## src/rtl/addsub_pkg.sv

```systemverilog
// addsub_pkg: opcode constants and result-flag struct shared by the pipelined add/sub datapath
package addsub_pkg;
  localparam logic ADDSUB_OP_ADD = 1'b0;
  localparam logic ADDSUB_OP_SUB = 1'b1;
  typedef struct packed {
    logic carry;
    logic ovf;
    logic zero;
  } addsub_flags_t;
endpackage

```

## src/rtl/addsub_segment.sv

```systemverilog
// addsub_segment: combinational carry-chain slice, (a, b, cin) -> (sum, cout)
module addsub_segment #(
  parameter int SEG_WIDTH = 16
) (
  input  logic [SEG_WIDTH-1:0] a,
  input  logic [SEG_WIDTH-1:0] b,
  input  logic                 cin,
  output logic [SEG_WIDTH-1:0] sum,
  output logic                 cout
);
  assign {cout, sum} = {1'b0, a} + {1'b0, b} + {{SEG_WIDTH{1'b0}}, cin};
endmodule

```

## src/rtl/pipelined_addsub.sv

```systemverilog
// pipelined_addsub: skewed pipelined add/sub, one carry slice per stage, valid/ready on both sides.
// Define ADDSUB_FLAGS_EN to add the out_carry/out_ovf/out_zero outputs.
module pipelined_addsub
  import addsub_pkg::*;
#(
  parameter int WIDTH     = 32,
  parameter int SEG_WIDTH = 16
) (
  input  logic             clk,
  input  logic             rst,
  input  logic             in_valid,
  output logic             in_ready,
  input  logic [WIDTH-1:0] in_a,
  input  logic [WIDTH-1:0] in_b,
  input  logic             in_sub,
  output logic             out_valid,
  input  logic             out_ready,
  output logic [WIDTH-1:0] out_result
`ifdef ADDSUB_FLAGS_EN
  ,
  output logic             out_carry,
  output logic             out_ovf,
  output logic             out_zero
`endif
);
  localparam int STAGES = WIDTH / SEG_WIDTH;
  localparam int L      = STAGES - 1;
  if (WIDTH % SEG_WIDTH != 0 || STAGES < 1) begin : g_chk
    $error("pipelined_addsub: WIDTH must be a non-zero multiple of SEG_WIDTH");
  end
  logic adv;
  assign adv      = !out_valid || out_ready;
  assign in_ready = adv;
  // Stage k consumes the low slice of the pending operands; done result bits grow by one slice per stage.
  for (genvar k = 0; k < STAGES; k++) begin : g_stage
    localparam int PW = WIDTH - k * SEG_WIDTH;
    logic [PW-1:0]                pa, pb;
    logic                         pc, pv, co;
    logic [SEG_WIDTH-1:0]         s;
    logic [(k+1)*SEG_WIDTH-1:0]   r_d, r_q;
    logic                         v_q;
    if (k == 0) begin : g_in
      assign pa  = in_a;
      assign pb  = in_b ^ {WIDTH{in_sub == ADDSUB_OP_SUB}};
      assign pc  = in_sub == ADDSUB_OP_SUB;
      assign pv  = in_valid;
      assign r_d = s;
    end else begin : g_mid
      assign pa  = g_stage[k-1].g_pend.a_q;
      assign pb  = g_stage[k-1].g_pend.b_q;
      assign pc  = g_stage[k-1].g_pend.c_q;
      assign pv  = g_stage[k-1].v_q;
      assign r_d = {s, g_stage[k-1].r_q};
    end
    addsub_segment #(.SEG_WIDTH(SEG_WIDTH)) u_seg (
      .a   (pa[SEG_WIDTH-1:0]),
      .b   (pb[SEG_WIDTH-1:0]),
      .cin (pc),
      .sum (s),
      .cout(co)
    );
    always_ff @(posedge clk or posedge rst)
      if (rst) begin
        v_q <= 1'b0;
        r_q <= '0;
      end else if (adv) begin
        v_q <= pv;
        r_q <= r_d;
      end
    if (k < L) begin : g_pend
      logic [PW-SEG_WIDTH-1:0] a_q, b_q;
      logic                    c_q;
      always_ff @(posedge clk or posedge rst)
        if (rst) begin
          a_q <= '0;
          b_q <= '0;
          c_q <= 1'b0;
        end else if (adv) begin
          a_q <= pa[PW-1:SEG_WIDTH];
          b_q <= pb[PW-1:SEG_WIDTH];
          c_q <= co;
        end
    end
  end
  assign out_valid  = g_stage[L].v_q;
  assign out_result = g_stage[L].r_q;
`ifdef ADDSUB_FLAGS_EN
  // Final slice holds the operand MSBs (b already inverted for sub), so flags are formed here.
  addsub_flags_t flags_q;
  always_ff @(posedge clk or posedge rst)
    if (rst) flags_q <= '0;
    else if (adv)
      flags_q <= '{
        carry: g_stage[L].co,
        ovf:   (g_stage[L].pa[SEG_WIDTH-1] == g_stage[L].pb[SEG_WIDTH-1]) &&
               (g_stage[L].s[SEG_WIDTH-1] != g_stage[L].pa[SEG_WIDTH-1]),
        zero:  g_stage[L].r_d == '0
      };
  assign out_carry = flags_q.carry;
  assign out_ovf   = flags_q.ovf;
  assign out_zero  = flags_q.zero;
`endif
endmodule
```

## config.mk

```make
export PLATFORM = sky130hd
export DESIGN_NAME = pipelined_addsub
export DESIGN_NICKNAME = d
export VERILOG_FILES = /design/src/rtl/addsub_pkg.sv /design/src/rtl/addsub_segment.sv /design/src/rtl/pipelined_addsub.sv
export SDC_FILE = /design/constraint.sdc
export NUM_CORES = 1
export LEC_CHECK = 0
export ABC_AREA = 1
export CAP_MARGIN = 20
export CELL_PAD_IN_SITES_DETAIL_PLACEMENT = 0
export CELL_PAD_IN_SITES_GLOBAL_PLACEMENT = 1
export CORE_MARGIN = 2
export CORE_UTILIZATION = 30
export DETAILED_ROUTE_END_ITERATION = 7
export DONT_BUFFER_PORTS = 1
export PLACE_DENSITY = 0.6
export SLEW_MARGIN = 20
export SYNTH_ARGS = -nofsm -noshare
export SYNTH_HDL_FRONTEND = slang
export SYNTH_SLANG_ARGS = --single-unit
```

## constraint.sdc

```tcl
create_clock -name clk -period 2.9 [get_ports clk]
set_input_delay 0.145 -clock clk [delete_from_list [all_inputs] [get_ports clk]]
set_output_delay 0.145 -clock clk [all_outputs]
set_load 0.005 [all_outputs]
```

Word level (Yosys, flattened, before mapping). Cells that the tools add are included.

$add $sub $neg: 4. Bitwise operators: 1. Reduce and logical (&&, ||, !) cells: 2.

Operators by type and width (number): 32-bit XOR (1); 16-bit by 16-bit adder with 17-bit output (1); 17-bit by 1-bit adder with 17-bit output (1); 16-bit by 1-bit adder with 16-bit output (1); 16-bit adder (1); 1-bit logical NOT (1); 1-bit logical OR (1).

Flip-flop bits (word level): 83. Logic and storage cells: 14.

Logic depth before layout (Yosys ltp).
Word-level depth: 3. Gate-level depth with buffers: 16. Depth with buffers taken out: 14.

Modules after synthesis. A second synthesis with hierarchy kept.

Cells, all modules: 789. Area, all modules: 5502.8 um^2.

Modules (own cells, without submodules): pipelined_addsub (instances 1, cells an instance 421, area an instance 3524.6 um^2); addsub_segment (g_stage[1].u_seg) (instances 1, cells an instance 184, area an instance 992.2 um^2); addsub_segment (g_stage[0].u_seg) (instances 1, cells an instance 184, area an instance 985.9 um^2).

Worst setup path after synthesis. No wires, ideal clock.

Kind: input -> register. Start point: input in_sub. End point: register g_stage[0].r_q[14]. Setup time: 0.117 ns. Arrival: 1.641 ns. Data required time: 2.783 ns. Path slack: 1.142 ns. Stages on the path: 12. Buffers on the path: 2. Cell sequence: buf_6 -> buf_4 -> xnor2_1 -> fa_1 -> o21ai_2 -> nand2_2 -> nand2_2 -> nand2_1 -> nand2_1 -> nand2_1 -> nand3_1 -> nand2_1.

Longest elaborated chain between the ends: 3.

Ends and longest elaborated chain: start: declaration (RTL line pipelined_addsub.sv:15) `input logic in_sub,`; 32-bit XOR (RTL line pipelined_addsub.sv:44) `assign pb = in_b ^ {WIDTH{in_sub == ADDSUB_OP_SUB}};`; 16-bit by 16-bit adder with 17-bit output (RTL line addsub_segment.sv:11) `assign {cout, sum} = {1'b0, a} + {1'b0, b} + {{SEG_WIDTH{1'b0}}, cin};`; 17-bit by 1-bit adder with 17-bit output (*) (RTL line addsub_segment.sv:11); end signal: assignment (RTL line pipelined_addsub.sv:68) `r_q <= r_d;`; end: declaration (RTL line pipelined_addsub.sv:40) `logic [(k+1)*SEG_WIDTH-1:0] r_d, r_q;`.

Mark *: on every way between the ends. The rest lies on a longest branch, timed or not. A chain may end at the register's enable or synchronous reset.

Final worst setup path.
Start point: register g_stage[1].v_q (netlist: out_valid). End point: output in_ready.

Longest elaborated chain between the ends: 2.

Ends and longest elaborated chain: start: declaration (RTL line pipelined_addsub.sv:41) `logic v_q;`; start signal: assignment (RTL line pipelined_addsub.sv:67) `v_q <= pv;`; 1-bit logical NOT (RTL line pipelined_addsub.sv:32) `assign adv = !out_valid || out_ready;`; 1-bit logical OR (RTL line pipelined_addsub.sv:32); end: declaration (RTL line pipelined_addsub.sv:12) `output logic in_ready,`.

Every way passes these cells.

==> impl_metrics.env <==
export IMPL_outcome="complete, no violations"
export IMPL_finClkSkew_ns=0.00541
export IMPL_worst_pin_slew_ns=1.00
export IMPL_clockBufferDepth=2
export IMPL_final_period_utilization=0.665
export IMPL_hold_viol=0
export IMPL_synthMuxAreaShare=0
export IMPL_die_h_um=133
export IMPL_fin_setup_tns_ns=0
export IMPL_p_per_area_nw_per_um2=714
export IMPL_rsz0062_at_grt="false"
export IMPL_layout_nets=779
export IMPL_grt_overflow=0
export IMPL_p_leak_nw=2.95
export IMPL_p_total_mw=4.20
export IMPL_synth_simple_area_share=0.273
export IMPL_cts_tree="yes"
export IMPL_cap_viol_max_count=0
export IMPL_clock_root_buffer="clkbuf_16"
export IMPL_yosysTopAreaCell="dfrtp_1"
export IMPL_synth_most_common_cell="nand2_1"
export IMPL_post_cts_buffers=0
export IMPL_viasPerCell=4.51
export IMPL_crit_family="buffers and inverters"
export IMPL_cp_arrival_ns=1.78
export IMPL_synth_fp_nets=751
export IMPL_antenna_found_initial=0
export IMPL_critical_path_class="flip-flop to output pin"
export IMPL_min_from="in_b[16]"
export IMPL_syn_to_final_growth_pct=17.2
export IMPL_slowest_stage="inv_2"
export IMPL_reg2regPathDepth=11
export IMPL_postLayoutCoreUtil=0.358
export IMPL_critPathCaptureType="output pin"
export IMPL_die_area_um2=17800
export IMPL_first_global_vias=4050
export IMPL_critPathLaunchType="flip-flop"
export IMPL_synthCells=649
export IMPL_cts_sinks=83
export IMPL_ys_async_sr_fraction=1.00
export IMPL_path_cells="inv_1 -> nor2_4 -> inv_2 -> buf_4"
export IMPL_ir_drop_mv=0.214
export IMPL_placed_cells=853
export IMPL_synthDistinctLibCells=34
export IMPL_dr_pass1_iters=4
export IMPL_synth_top_family_by_area="simple AND/OR/NAND/NOR gates"
export IMPL_synth_ff_type="dfrtp_1"
export IMPL_wire_per_inst_um=13.6
export IMPL_clock_fmax_ghz=0.519
export IMPL_antenna_cells=0
export IMPL_min_to="g_stage[0].g_pend.b_q[0]"
export IMPL_portBuffers=0
export IMPL_dieWidth_um=133
export IMPL_start_util=0.305
export IMPL_seq_power_share=0.409
export IMPL_synth_compound_area_frac=0.0902
export IMPL_yosys_register_bits=83
export IMPL_fp_coreArea_um2=16500
export IMPL_seq_area_frac_synth=0.414
export IMPL_synth_area_leaders="dfrtp_1 (41%), nand2_1 (19%), ha_1 (7.5%)"
export IMPL_synth_top_area_share=0.414
export IMPL_drt_initial_drc_count=329
export IMPL_fin_cells=902
export IMPL_dpl_hpwl_um=8970
export IMPL_antenna_left=0
export IMPL_p_switching_mw=1.48
export IMPL_timing_final_crit_period_ns=1.93
export IMPL_pwr_share_comb=0.294
export IMPL_num_vias=4069
export IMPL_power_frac_clock=0.297
export IMPL_post_cts_resized=0
export IMPL_gp_congestion=0.839
export IMPL_internal_power_mw=2.72
export IMPL_final_cell_area_um2=5890
export IMPL_postPlaceCellArea_um2=5230
export IMPL_rows=47
export IMPL_synth_common_cells="nand2_1 (249), dfrtp_1 (83), inv_1 (50)"
export IMPL_synth_edff_count=0
export IMPL_grt_total_usage=0.145
export IMPL_holdPathStages=2
export IMPL_syn_cell_area_um2=5020
export IMPL_required_ns=2.76
export IMPL_cts_clk_slew_worst_paths_ns=0.07
export IMPL_synth_avg_cell_area_um2=7.74
export IMPL_yosys_area_share_xor_xnor=0.0767
export IMPL_setup_violations=0
export IMPL_r2r_end="out_result[30]"
export IMPL_slowest_delay_ns=0.59
export IMPL_htreeDepth=3
export IMPL_ios=103
export IMPL_slew_viol_final=0
export IMPL_drc=0
export IMPL_synth_fa_ha_area_frac=0.0867
export IMPL_timing_rr_start="g_stage[0].g_pend.a_q[0]"
export IMPL_wl_um=12200
export IMPL_hp_class="primary input to flip-flop"
export IMPL_drive_above_1_share=0.0645
export IMPL_critPathMaxFanout=44
export IMPL_r2r_slack_ns=0.98
export IMPL_grt_first_pass_wirelength_um=20400
export IMPL_p_sw_frac=0.352
export IMPL_timing_slew_headroom=0.330
export IMPL_path_buf_inv=3
export IMPL_cts_buffers=9
export IMPL_clock_latency_ns=0.35
export IMPL_yosysWarnings=0
export IMPL_grt_start_max_net_pins=109
==> timing repair <==
action / CTS / global route
hold buffers: 33 / 0
endpoints found under the hold margin: 49 / 0
endpoints found under the setup margin: 0 / 0
==> power by group through the flow <==
stage	Combinational [mW]	Clock, mW	Sequential [mW]
2_1_floorplan	0.973	0	1.65
3_5_place_dp	1.21	0	1.75
3_3_place_gp	1.20	0	1.74
6_report	1.24	1.25	1.72
5_1_grt	1.43	1.33	1.76
4_1_cts	1.26	1.30	1.73
==> registers in the layout, summed over array words and instances, names as in the netlist <==
name                flops
g_stage.g_pend.c_q      1
out_valid               1
g_stage.v_q             1
g_stage.g_pend.b_q     16
g_stage.r_q            16
g_stage.g_pend.a_q     16
out_result             32
==> metrics by stage <==
step | hold slack [ns] | setup slack [ns]
2_1_floorplan | 0.255 | 0.618
3_3_place_gp | 0.0187 | 0.994
3_5_place_dp | 0.0222 | 0.991
4_1_cts | 0.00105 | 0.898
5_1_grt | 0.0221 | 0.796
6_report | 0.0132 | 0.971
==> layout make-up <==
type                       count  area, um2
multi-input combinational    493       2650
fill                        1751      10600
tap                          220        275
inverter                      52        196
clock buffer                   9        225
clock inverter                 7        100
timing repair buffer          38        368
sequential                    83       2080
==> routing by layer <==
layer	routed length, um	GRT usage	up-vias
li1	-	-	2120
met1	5650	0.182	1858
met2	5930	0.246	76
met3	433	0.0247	15
met4	232	0.0585	0
met5	0	0	-
==> worst max-delay path by stage <==
| stage | start | to | slack, ns | depth (start not counted) |
|---|---|---|---|---|
| 3_3_place_gp | g_stage[0].g_pend.a_q[0] | out_result[30] | 0.99 | 11 |
| 5_1_grt | g_stage[0].g_pend.a_q[0] | out_result[30] | 0.80 | 11 |
| 2_1_floorplan | rst | g_stage[0].g_pend.a_q[0] | 0.62 | 1 |
| 6_report | out_valid | in_ready | 0.97 | 4 |
| 3_5_place_dp | g_stage[0].g_pend.b_q[0] | out_result[30] | 0.99 | 11 |
| 4_1_cts | out_valid | in_ready | 0.90 | 4 |
==> logic make-up (layout without fill, tap and decap cells) <==
family | after synthesis | count (layout)
AOI/OAI and AO/OA | 84 | 84
buffers and inverters | 73 | 106
xor gates and xnor gates | 44 | 44
and+or+nand+nor | 332 | 332
DFF | 83 | 83
adders and majority gates | 33 | 33
==> cell usage in the layout, fill, tap and decap left out, types with 3 or more instances in the layout <==
cell,count
nand2_1,249
dfrtp_1,83
inv_1,49
o21ai_0,37
dlygate4sd3_1,33
nand3_1,32
ha_1,30
a21oi_1,29
xnor2_1,29
nor2_1,23
xor2_1,15
nand2_2,10
clkbuf_16,9
o21ai_1,6
buf_4,5
a21o_1,4
nand4_1,4
nor3_1,4
fa_1,3
No activity file was read; power rests on OpenSTA's default activity.
